<file path="config.mk">
export PLATFORM = sky130hd
export DESIGN_NAME = maroc_sc_receiver
export DESIGN_NICKNAME = d
export VERILOG_FILES = /design/src/rtl/maroc_sc_pkg.sv /design/src/rtl/sc_sync_edge.sv /design/src/rtl/maroc_sc_receiver.sv
export SDC_FILE = /design/constraint.sdc
export NUM_CORES = 2
export LEC_CHECK = 0
export ABC_CLOCK_PERIOD_IN_PS = 64099
export BUFFER_PORTS_ARGS = -buffer_cell sky130_fd_sc_hd__buf_2
export CORE_MARGIN = 2
export CORE_UTILIZATION = 41
export CTS_BUF_LIST = sky130_fd_sc_hd__clkbuf_4 sky130_fd_sc_hd__clkbuf_8 sky130_fd_sc_hd__clkbuf_16
export CTS_CLUSTER_SIZE = 10
export DETAILED_ROUTE_END_ITERATION = 8
export GPL_TIMING_DRIVEN = 0
export RECOVER_POWER = 25
export REMOVE_ABC_BUFFERS = 1
export SLEW_MARGIN = 20
export SYNTH_ARGS = -nofsm -noshare
export SYNTH_HDL_FRONTEND = slang
export SYNTH_SLANG_ARGS = --single-unit
</file>
<file path="constraint.sdc">
create_clock -name CK_in -period 64.1 [get_ports CK_in]
set_clock_uncertainty 0.2 [all_clocks]
set_input_delay 19.23 -clock CK_in [delete_from_list [all_inputs] [get_ports CK_in]]
set_output_delay 19.23 -clock CK_in [all_outputs]
set_load 0.005 [all_outputs]
</file>
<file path="src/rtl/maroc_sc_pkg.sv">
// Shared MAROC slow-control constants: frame length, field map and receiver FSM states.
// The transmitter imports the same field offsets so both ends agree on the layout.
package maroc_sc_pkg;

  localparam int SC_FRAME_LEN = 829;
  localparam int SC_CNT_W     = 10;

  // Field offset/width map, bit 0 is the first bit on the wire
  localparam int GLOB_LO_OFS  = 0;
  localparam int GLOB_LO_W    = 3;
  localparam int DAC2_OFS     = 3;
  localparam int DAC2_W       = 10;
  localparam int DAC1_OFS     = 13;
  localparam int DAC1_W       = 10;
  localparam int GLOB_MID_OFS = 23;
  localparam int GLOB_MID_W   = 4;
  localparam int MASK_OFS     = 27;
  localparam int MASK_W       = 128;
  localparam int GLOB_HI_OFS  = 155;
  localparam int GLOB_HI_W    = 34;
  localparam int GAIN_OFS     = 189;
  localparam int GAIN_W       = 576;
  localparam int CTEST_OFS    = 765;
  localparam int CTEST_W      = 64;

  typedef enum logic [1:0] {
    ST_IDLE  = 2'd0,
    ST_SHIFT = 2'd1,
    ST_FULL  = 2'd2
  } sc_state_e;

endpackage

</file>
<file path="src/rtl/sc_sync_edge.sv">
// N-stage synchroniser for an asynchronous input followed by a rising-edge detector.
// rise_o is a one-cycle pulse, STAGES cycles after the input transition is first sampled.
module sc_sync_edge #(
  parameter int STAGES = 2
) (
  input  logic clk_i,
  input  logic rst_i,
  input  logic async_i,
  output logic rise_o
);

  logic [STAGES-1:0] sync_q;
  logic              prev_q;

  always_ff @(posedge clk_i or posedge rst_i) begin
    if (rst_i) begin
      sync_q <= '0;
      prev_q <= 1'b0;
    end else begin
      sync_q <= {sync_q[STAGES-2:0], async_i};
      prev_q <= sync_q[STAGES-1];
    end
  end

  assign rise_o = sync_q[STAGES-1] & ~prev_q;

endmodule

</file>
<file path="src/rtl/maroc_sc_receiver.sv">
// Receive side of the MAROC slow-control link: deserialises D_SC on CK_SC edges (LSB first)
// and presents the completed frame with decoded DAC and Ctest fields.
module maroc_sc_receiver
  import maroc_sc_pkg::*;
#(
  parameter int FRAME_LEN   = SC_FRAME_LEN,
  parameter int SYNC_STAGES = 2
) (
  input  logic                 CK_in,
  input  logic                 rst,
  input  logic                 CK_SC,
  input  logic                 D_SC,
  input  logic                 RSTn_SC,
  output logic [FRAME_LEN-1:0] frame,
  output logic                 frame_done,
  output logic [9:0]           bit_cnt,
  output logic                 overflow,
  output logic [9:0]           dac1,
  output logic [9:0]           dac2,
  output logic [63:0]          ctest_ch
);

  localparam logic [SC_CNT_W-1:0] LAST_IDX = SC_CNT_W'(FRAME_LEN - 1);

  // Assertion is immediate, release is delayed to line up with CK_in
  logic [1:0] rst_sync_q;
  logic       rst_int;

  always_ff @(posedge CK_in or posedge rst) begin
    if (rst) rst_sync_q <= 2'b11;
    else     rst_sync_q <= {rst_sync_q[0], 1'b0};
  end

  assign rst_int = rst_sync_q[1];

  logic                   sc_edge;
  logic [SYNC_STAGES-1:0] d_sync_q;
  logic [SYNC_STAGES-1:0] rstn_sync_q;
  logic                   d_s;
  logic                   rstn_s;

  sc_sync_edge #(.STAGES(SYNC_STAGES)) u_ck_sync (
    .clk_i  (CK_in),
    .rst_i  (rst_int),
    .async_i(CK_SC),
    .rise_o (sc_edge)
  );

  // Same depth as the CK_SC chain so the data bit lines up with sc_edge
  always_ff @(posedge CK_in or posedge rst_int) begin
    if (rst_int) begin
      d_sync_q    <= '0;
      rstn_sync_q <= '0;
    end else begin
      d_sync_q    <= {d_sync_q[SYNC_STAGES-2:0], D_SC};
      rstn_sync_q <= {rstn_sync_q[SYNC_STAGES-2:0], RSTn_SC};
    end
  end

  assign d_s    = d_sync_q[SYNC_STAGES-1];
  assign rstn_s = rstn_sync_q[SYNC_STAGES-1];

  sc_state_e               state_q, state_d;
  logic [FRAME_LEN-1:0]    shreg_q, shreg_d;
  logic [FRAME_LEN-1:0]    frame_q, frame_d;
  logic [SC_CNT_W-1:0]     cnt_q, cnt_d;
  logic                    ovf_q, ovf_d;
  logic                    cap_q, cap_d;
  logic                    done_q, done_d;

  always_ff @(posedge CK_in or posedge rst_int) begin
    if (rst_int) begin
      state_q <= ST_IDLE;
      shreg_q <= '0;
      frame_q <= '0;
      cnt_q   <= '0;
      ovf_q   <= 1'b0;
      cap_q   <= 1'b0;
      done_q  <= 1'b0;
    end else begin
      state_q <= state_d;
      shreg_q <= shreg_d;
      frame_q <= frame_d;
      cnt_q   <= cnt_d;
      ovf_q   <= ovf_d;
      cap_q   <= cap_d;
      done_q  <= done_d;
    end
  end

  always_comb begin
    state_d = state_q;
    shreg_d = shreg_q;
    frame_d = frame_q;
    cnt_d   = cnt_q;
    ovf_d   = ovf_q;
    cap_d   = 1'b0;
    done_d  = 1'b0;

    // A frame that completed last cycle is published even if RSTn_SC drops now
    if (cap_q) begin
      frame_d = shreg_q;
      done_d  = 1'b1;
    end

    if (!rstn_s) begin
      state_d = ST_IDLE;
      shreg_d = '0;
      cnt_d   = '0;
      ovf_d   = 1'b0;
    end else begin
      unique case (state_q)
        ST_IDLE: state_d = ST_SHIFT;
        ST_SHIFT: begin
          if (sc_edge) begin
            shreg_d = {d_s, shreg_q[FRAME_LEN-1:1]};
            cnt_d   = cnt_q + 1'b1;
            if (cnt_q == LAST_IDX) begin
              state_d = ST_FULL;
              cap_d   = 1'b1;
            end
          end
        end
        ST_FULL: begin
          if (sc_edge) ovf_d = 1'b1;
        end
        default: state_d = ST_IDLE;
      endcase
    end
  end

  assign frame      = frame_q;
  assign frame_done = done_q;
  assign bit_cnt    = cnt_q;
  assign overflow   = ovf_q;
  assign dac1       = frame_q[DAC1_OFS +: DAC1_W];
  assign dac2       = frame_q[DAC2_OFS +: DAC2_W];
  assign ctest_ch   = frame_q[CTEST_OFS +: CTEST_W];

endmodule

</file>
==> metrics.md <==
| Metric | Value |
|---|---|
| Met3 usage | 7.33% |
| FP Rows | 142 |
| Max cap viols | 19 |
| Postcts setup bufs | 0 |
| Seq cells post-synth | 1,682 |
| Pin count of the biggest net entering global routing | 107 |
| YS warnings | 0 |
| Clock transition at path regs | 0.05 ns |
| Core outline area | 150,000 sq um |
| Synth Area in XOR/XNOR | 0.0142% |
| Dpl cells | 6,432 |
| Mapped Cells | 3,766 |
| Die area | 154,000 sq um |
| GPL Wtd Cong | 0.760 |
| Die X | 392 microns |
| Sequential cell area | 42,100 sq um |
| Fin worst setup slack | 43.23 ns |
| Pre-CTS WS | 44.00 ns |
| Simple-Gate Fraction of Synth Area | 0.314% |
| Cells along the critical path | buf_2 |
| First-pass GRT wire length | 227,000 microns |
| Area after DPL | 68,300 sq um |
| Peak supply drop | 0.0000225 V |
| Multi-input gate area | 17,000 sq um |
| Maximum clock frequency | 47.9 MHz |
| WP data required | 44.67 ns |
| Crit path max-delay family | flip-flops |
| Final setup violation count | 0 |
| Mux contribution to synthesized area | 15.2% |
| Vias post-DR | 35,200 |
| Cell area after synthesis | 61,700 sq um |
| Crit start category | flip-flop |
| I/O Buffers | 929 |
| Commonest non-fill, non-tap cell in the layout | dfrtp_1 |
| Crit Path Class | reg2out |
| WL/cell | 22.1 microns |
| Clk_lat worst skew | 0.81 ns |
| Initial DRC count | 1,868 |
| Syn Area/Cell | 16.4 sq um |
| Failing checks | capacitance limit, slew limit |
| TritonRoute pass-1 iters | 5 |
| GR Overflow Total | 0 |
| Finished Core Util | 48.9% |
| Final hold violations | 0 |
| Routed vias/inst | 5.29 |
| Leading cell types in the layout, fill and taps excluded | dfrtp_1 (1,680), buf_2 (929), a22o_1 (830) |
| CP max FO | 3 |
| Number of inserted diodes | 0 |
| Worst-margin pin slew | 5.51 ns |
| CTS tree | done |
| Final instance area | 73,200 sq um |
| CTS Buffer Depth | 3 |
| ANT nets after route | 0 |
| Slew Limit Fails | 1,175 |
| CP Capture Type | output pin |
| Share of cells above drive strength 1 | 44.3% |
| CTS Buf Count | 189 |
| # fillers | 13,000 |
| Normalized max-slew margin | -267% |
| Hpwl dp | 100,000 microns |
| I/O pin cnt | 930 |
| GR Util All Layers | 19.0% |
| DRC viols | 0 |
| Final period util | 32.6% |
| Post-CTS sizing | 0 |
| Starting Density | 41.2% |
| Flop-to-flop setup slack | 52.97 ns |
| P per Cell Area | 28.3 nW/um^2 |
| Clock root buffer | clkbuf_16 |
| Worst EP arrival | 1.44 ns |
| Initial antenna violation count | 0 |
| Die Span Y | 392 microns |
| Synth Area in Adders | 0.0406% |
| Largest family of logic cells by synthesized area | multiplexers |
| Hold WC Path Type | reg2reg |
| # hold bufs at CTS | 0 |
| Sequential share of the synthesized area | 68.2% |
| Layout Cells excl Fill | 6,660 |
| Slowest-stage cell, CP | dfrtp_1 |
| H-tree depth | 4 |
| Final wirelength | 147,000 microns |
| Nets | 4,614 |
| GR peak layer | met2 |
| Critical path buffers and inverters | 1 |
| Post-synth cell types | 34 |
| P&R area growth vs syn | 18.7% |
| LEAKAGE | 0.0390 uW |
| Met1 usage | 25.0% |
| Worst Hold Margin | 0.147 ns |
| Vias in the first global route | 35,700 |
| Clk sinks | 1,682 |
| Met2 GRT Util | 28.7% |
| Crit path time final | 20.87 ns |
| Slowest stage delay, CP | 0.46 ns |
| Status | complete, but fails checks |
| Compound-Gate Fraction of Synth Area | 11.9% |
| Setup repair after global routing missed its margin | no |
[Yosys cell counts, drive strengths merged]
| cell | n | area, sq um |
|---|---|---|
| nor2 | 3 | 13.8 |
| a31oi | 2 | 12.5 |
| nor4 | 4 | 25.0 |
| nor2b | 1 | 6.26 |
| nand4 | 1 | 6.26 |
| and3 | 2 | 12.5 |
| a22o | 830 | 7270 |
| dfrtp | 1680 | 42000 |
| ha | 2 | 25.0 |
| buf | 341 | 2520 |
| nand2 | 7 | 26.3 |
| and2 | 2 | 12.5 |
| nand2b | 4 | 25.0 |
| dfstp | 2 | 52.6 |
| nor4b | 1 | 8.76 |
| nand4bb | 1 | 11.3 |
| conb | 1 | 3.75 |
| a32o | 1 | 10.0 |
| or4 | 4 | 30.0 |
| a21oi | 5 | 25.0 |
| xnor2 | 1 | 8.76 |
| mux2i | 3 | 30.0 |
| mux2 | 829 | 9340 |
| inv | 9 | 33.8 |
| or3 | 1 | 6.26 |
| clkbuf | 22 | 82.6 |
| nand3 | 2 | 10.0 |
| o31ai | 4 | 30.0 |
| o21ai | 1 | 5.00 |
[kinds of logic (layout without fill, tap and decap cells)]
kind of cell	count (synthesis)	after routing
flip-flops	1682	1682
AO/OA/AOI/OAI	843	843
multiplexers	832	832
buffers and inverters	372	1250
AND/OR/NAND/NOR	33	33
adder cells (fa/ha/maj)	2	2
other	1	1
XOR/XNOR	1	1
[final cells by class]
class | instances | share of cell area (%)
Tap cell | 2016 | 3.45
Multi-Input combinational cell | 1712 | 23.2
Inverter | 9 | 0.0479
Clock inverter | 15 | 0.438
Clock buffer | 213 | 6.81
Sequential cell | 1682 | 57.5
Timing Repair Buffer | 1013 | 8.59
[state kept, by name, indices dropped and copies added, names as in the netlist]
| register | flops |
|---|---|
| bit_cnt | 10 |
| cap_q | 1 |
| d_sync_q | 2 |
| frame | 829 |
| frame_done | 1 |
| overflow | 1 |
| rst_sync_q | 2 |
| rstn_sync_q | 2 |
| shreg_q | 829 |
| state_q | 2 |
| u_ck_sync.prev_q | 1 |
| u_ck_sync.sync_q | 2 |
[routing by layer]
metal / vias to the layer above / share of wire, % / routed length [microns]
met5: - / 0 / 0
met4: 0 / 2.9 / 4210
met3: 209 / 8.9 / 13200
met2: 881 / 46 / 68200
met1: 18600 / 42 / 61600
li1: 15500 / - / -
[report_power, final]
group          internal, uW  switching [uW]
clock network           552             409
registers              1060           0.344
logic                  7.89            37.2
[per-stage QoR]
stage               TNS [ns]  power, uW
floorplan                  0       1110
global placement    -2701.22       1130
detailed placement         0       1130
CTS                        0       2100
global route               0       2150
finish                     0       2070
[final timing paths]
| path | cells past startpoint | from | endpoint |
|---|---|---|---|
| max in group asynchronous | 2 | rst | rst_sync_q[1] |
| worst max register to register | 4 | rst_sync_q[1] | frame[56] |
| worst max-delay path | 1 | frame[12] | dac2[9] |
| worst min-delay path | 0 | d_sync_q[0] | d_sync_q[1] |
| min in group asynchronous | 1 | rst_sync_q[1] | frame[737] |
| worst min register to register | 0 | d_sync_q[0] | d_sync_q[1] |
[worst register-to-register path, stage by stage, from the launching register on]
cell	delay, ns
dfstp_2	0.36
clkinvlp_2	1.35
clkbuf_1	2.86
clkbuf_1	3.63
clkbuf_1	2.21
No activity file was read; power rests on OpenSTA's default activity.
